--- src/rtl/p2s_lane_serializer.sv ---
// Parallel-to-serial lane converter: splits an N-bit word into N/W beats of W bits,
// with valid/ready on both sides and an optional one-word holding buffer.
module p2s_lane_serializer #(
  parameter int N         = 8,
  parameter int W         = 1,
  parameter int MSB_FIRST = 1,
  parameter int BUFFERED  = 1
) (
  input  logic         clk,
  input  logic         rstn,
  input  logic [N-1:0] par_data,
  input  logic         par_valid,
  output logic         par_ready,
  output logic [W-1:0] ser_data,
  output logic         ser_valid,
  input  logic         ser_ready,
  output logic         ser_last
);

  localparam int BEATS = N / W;
  localparam int CW    = (BEATS > 1) ? $clog2(BEATS) : 1;
  localparam logic [CW-1:0] LAST_CNT = CW'(BEATS - 1);

  generate
    if ((W < 1) || (N < W) || ((N % W) != 0)) begin : g_bad_params
      $error("p2s_lane_serializer: N must be a positive multiple of W");
    end
  endgenerate

  // Handshake rule (both sides): a transfer happens on a rising edge where valid and
  // ready are both high; the sender keeps data stable while valid is high and ready low.

  typedef enum logic {
    IDLE  = 1'b0,
    SHIFT = 1'b1
  } state_t;

  state_t        state;
  logic [N-1:0]  sreg;
  logic [N-1:0]  sreg_shifted;
  logic [N-1:0]  hold;
  logic          hold_v;
  logic [CW-1:0] cnt;
  logic          run;
  logic          beat_last;
  logic          p_fire;
  logic          s_fire;

  assign ser_valid = (state == SHIFT);
  assign beat_last = (cnt == LAST_CNT);
  assign ser_last  = ser_valid & beat_last;
  assign p_fire    = par_valid & par_ready;
  assign s_fire    = ser_valid & ser_ready;

  generate
    if (MSB_FIRST != 0) begin : g_msb
      assign ser_data     = sreg[N-1 -: W];
      assign sreg_shifted = sreg << W;
    end else begin : g_lsb
      assign ser_data     = sreg[W-1:0];
      assign sreg_shifted = sreg >> W;
    end
  endgenerate

  // run holds par_ready low through reset and rises on the first edge after release.
  generate
    if (BUFFERED != 0) begin : g_ready_buf
      assign par_ready = run & ~hold_v;
    end else begin : g_ready_direct
      assign par_ready = run & (~ser_valid | (ser_ready & ser_last));
    end
  endgenerate

  always_ff @(posedge clk or negedge rstn) begin
    if (!rstn) begin
      state  <= IDLE;
      sreg   <= '0;
      hold   <= '0;
      hold_v <= 1'b0;
      cnt    <= '0;
      run    <= 1'b0;
    end else begin
      run <= 1'b1;
      case (state)
        IDLE: begin
          if (p_fire) begin
            sreg  <= par_data;
            cnt   <= '0;
            state <= SHIFT;
          end
        end
        SHIFT: begin
          if (s_fire && beat_last) begin
            cnt <= '0;
            // Next word priority: held word, then same-cycle bypass, else go idle.
            if ((BUFFERED != 0) && hold_v) begin
              sreg <= hold;
              if (p_fire) begin
                hold <= par_data;
              end else begin
                hold_v <= 1'b0;
              end
            end else if (p_fire) begin
              sreg <= par_data;
            end else begin
              sreg  <= sreg_shifted;
              state <= IDLE;
            end
          end else begin
            if (s_fire) begin
              sreg <= sreg_shifted;
              cnt  <= cnt + CW'(1);
            end
            if ((BUFFERED != 0) && p_fire) begin
              hold   <= par_data;
              hold_v <= 1'b1;
            end
          end
        end
        default: state <= IDLE;
      endcase
    end
  end

endmodule

--- config.mk ---
export PLATFORM = sky130hd
export DESIGN_NAME = p2s_lane_serializer
export DESIGN_NICKNAME = d
export VERILOG_FILES = /design/src/rtl/p2s_lane_serializer.sv
export SDC_FILE = /design/constraint.sdc
export NUM_CORES = 1
export LEC_CHECK = 0
export BUFFER_PORTS_ARGS = -buffer_cell sky130_fd_sc_hd__buf_2
export CAP_MARGIN = 40
export CELL_PAD_IN_SITES_DETAIL_PLACEMENT = 1
export CELL_PAD_IN_SITES_GLOBAL_PLACEMENT = 1
export CORE_MARGIN = 4
export CORE_UTILIZATION = 41
export CTS_BUF_LIST = sky130_fd_sc_hd__clkbuf_2
export DETAILED_ROUTE_END_ITERATION = 8
export GPL_TIMING_DRIVEN = 0
export PLACE_DENSITY_LB_ADDON = 0.1
export SETUP_SLACK_MARGIN = 0.5
export SYNTH_ARGS = -nofsm -noshare
export SYNTH_HDL_FRONTEND = slang
export SYNTH_SLANG_ARGS = --single-unit
--- constraint.sdc ---
create_clock -name clk -period 1.7 [get_ports clk]
set_input_delay 0.51 -clock clk [delete_from_list [all_inputs] [get_ports clk]]
set_output_delay 0.51 -clock clk [all_outputs]
set_load 0.02 [all_outputs]
==> flow_summary.ini <==
[synth]
netlist-cell-type-count = 34
synthMuxAreaShare_pct = 7.01
synth_cells = 131
synth_compound_area_share_pct = 22.3
synthAdderAreaFrac_pct = 1.95
synth_top_family_by_area = compound AO/OA/AOI/OAI gates
yosysTopAreaCellShare_pct = 42.8
yosys-top-cells-area = dfrtp_1 (43%), o21ai_0 (7.4%), mux2_2 (7.0%), a21boi_0 (6.4%), nor3_1 (3.5%)
syn_area_per_cell_um2 = 9.81
synth_xor_area_share_pct = 0
ys_ff_latch = 22
synth_top_cell_by_area = dfrtp_1
synth_nets = 145
synthSimpleGateAreaFrac_pct = 20.7
netlist_area_um2 = 1280
ys_seq_area_share_pct = 42.8
yosys_warnings = 0

[sta]
tightestPinTransition_ns = 0.558
setup_violations = 17
min_period_ns = 2.04
fin_skew_ns = 0.0108
slew_viol_final = 0
finalSetupTns_ns = -2.05
max_freq_mhz = 491
layout_setup_ws_ns = -0.339
hold_slack_ns = 0.0673
slew-limit-headroom_pct = 62.8
hold_viol_final = 0
post-route-period-util_pct = 120
rsz0062_at_grt = true

[clocking]
cts_made_buffers = 3
cts_root_buf = clkbuf_2
insertion_delay_ns = 0.37
clk_pin_slew_ns = 0.24
clockBufferDepth = 2
cts_sinks = 22
cts_tree = yes
cts_max_level = 1

[worst_setup_path]
arrival_ns = 1.53
critPathCaptureType = output port
critPathMaxFanout = 2
crit_required_ns = 1.19
rrSetupSlack_ns = -0.16
critPathLaunchType = flop
setup.worst_path.class = flop to output port

[floorplan]
io_pins = 16
die_y_um = 64.0
chipWidth_um = 64.0
row_count = 20
core_um2 = 3030
die_area_um2 = 4090
initial_core_util_pct = 42.4

[grt]
grt_max_degree = 23
grt_usage_pct = 21.5
grt_pass1_vias = 1283
grt_overflow = 0
grt_pass1_wl_mm = 6.71
antenna_found_initial = 0

[detailed_routing]
wl_per_cell_um = 20.3
wl_met3_um = 150
vias = 1210
viasPerCell = 5.73
routed_wl_mm = 4.29
drt-initial-drc-count = 38
routed.top_layer = met4
wl_met2_mm = 2.02
ant_nets = 0
wl_met1_mm = 2.05
dr.pass1.iters = 4
drc = 0

[run_status]
failed_checks = setup timing
status = finished with violations

[pwr]
p_leak_nw = 0.763
powerDensity_nw_per_um2 = 1410
irDropWorstVdd_mv = 0.745

[place]
hpwl_mm = 2.47
gp_congestion = 0.866
portBuffers = 14

[run]
cap_violations = 0

[layout]
final_nets = 182
drive_above_1_share_pct = 47.3
area_delta_synth_final_pct = 39.0
insertedDiodeCount = 0

[hold_path]
hold_class = input pin to async pin
-- final timing paths --
path                                 end  cells past startpoint   startpoint
worst max-delay path            ser_last                      5       cnt[0]
worst min-delay path             hold[6]                      1         rstn
worst max register to register   hold[7]                      8       cnt[0]
worst min register to register   hold[1]                      1      hold[1]
max in group asynchronous            run                      1         rstn
min in group clk                 hold[6]                      2  par_data[6]
-- cell type report --
| cell class | count | area (um^2) |
|---|---|---|
| fillers | 334 | 1240 |
| multi-input cells | 96 | 786 |
| flip-flops and latches | 22 | 554 |
| repair buffers | 32 | 262 |
| plain buffers | 11 | 100 |
| well taps | 44 | 55.1 |
| clock buffers | 4 | 20.0 |
| inverters | 2 | 10.0 |
-- synthesized netlist by cell type (all sizes together) --
cell type and instances:
dfrtp 22, o21ai 19, a21boi 11, nor3 9
mux2 8, a31oi 7, buf 7, and3 6
and4 5, clkbuf 4, nand2 4, a21oi 3
nand4 3, and2 2, and4b 2, ha 2
inv 2, nand3 2, nor2 2, a211oi 1
a22o 1, a41oi 1, and2b 1, and4bb 1
conb 1, nand2b 1, nand4bb 1, o211ai 1
o22a 1, o311ai 1
-- flip-flops by register name, summed over array words and instances, names as in the netlist --
register and cells:
hold 8, ser_valid 1, sreg 8, cnt 3, hold_v 1, run 1
-- stage by stage --
stage | total power, mW | utilization [%] | area, um^2 | setup WS, ns | cells
after floorplan | 1.51 | - | 1330 | 0.199 | 131
after global routing | 2.68 | 59.0 | 1790 | -0.405 | 211
after CTS | 2.23 | 53.4 | 1620 | -0.353 | 203
final | 2.52 | 59.0 | 1790 | -0.339 | 211
after global placement | 1.72 | 47.9 | 1450 | -0.0747 | 189
after detailed placement | 1.77 | 47.9 | 1450 | -0.143 | 189
-- per-layer routing --
layer	GRT usage (%)	vias up
met3	3.87	7
met1	28.2	603
li1	-	572
met2	36.5	28
met5	0	-
met4	5.12	0
-- critical path, stage by stage, from the launching register on --
cell     delay (ns)
dfrtp_1        0.44
ha_2           0.20
ha_4           0.16
buf_8          0.11
and2_4         0.13
buf_6          0.12
-- where the power goes --
| group | total, mW | leakage (nW) | switching (mW) | internal (mW) |
|---|---|---|---|---|
| logic | 1.36 | 0.496 | 0.627 | 0.736 |
| registers | 0.906 | 0.250 | 0.151 | 0.755 |
| clock network | 0.248 | 0.0166 | 0.186 | 0.0621 |
| total | 2.52 | 0.763 | 0.965 | 1.55 |
-- cell usage in the layout (no fill, tap or decap), drive strengths merged --
cell type   n
a211oi      1
nand2       4
and4bb      1
nand2b      1
o211ai      1
buf        40
o22a        1
nand3       2
a31oi       7
nand4       3
ha          2
conb        1
inv         2
nor3        9
a21oi       3
o21ai      19
dfrtp      22
and4        5
and2b       1
nand4bb     1
clkbuf      7
and3        6
nor2        2
and4b       2
mux2        8
a22o        1
a21boi     11
o311ai      1
a41oi       1
and2        2
-- what timing repair did --
action                                  in CTS  in global routing
endpoints found under the setup margin      25                 25
buffers inserted                             9                  8
pin swaps                                    9                 20
gates cloned                                 1                  0
hold buffers                                 0                  0
resized for setup                           27                 36
-- logic make-up (layout without fill, tap and decap cells) --
family | after synthesis | count (layout)
fa+ha+maj | 2 | 2
compound gates | 46 | 46
mux | 8 | 8
flops | 22 | 22
simple gates | 39 | 39
other cells | 1 | 1
buf+inv | 13 | 49
Note: power is estimated with default switching activity, not from simulation.
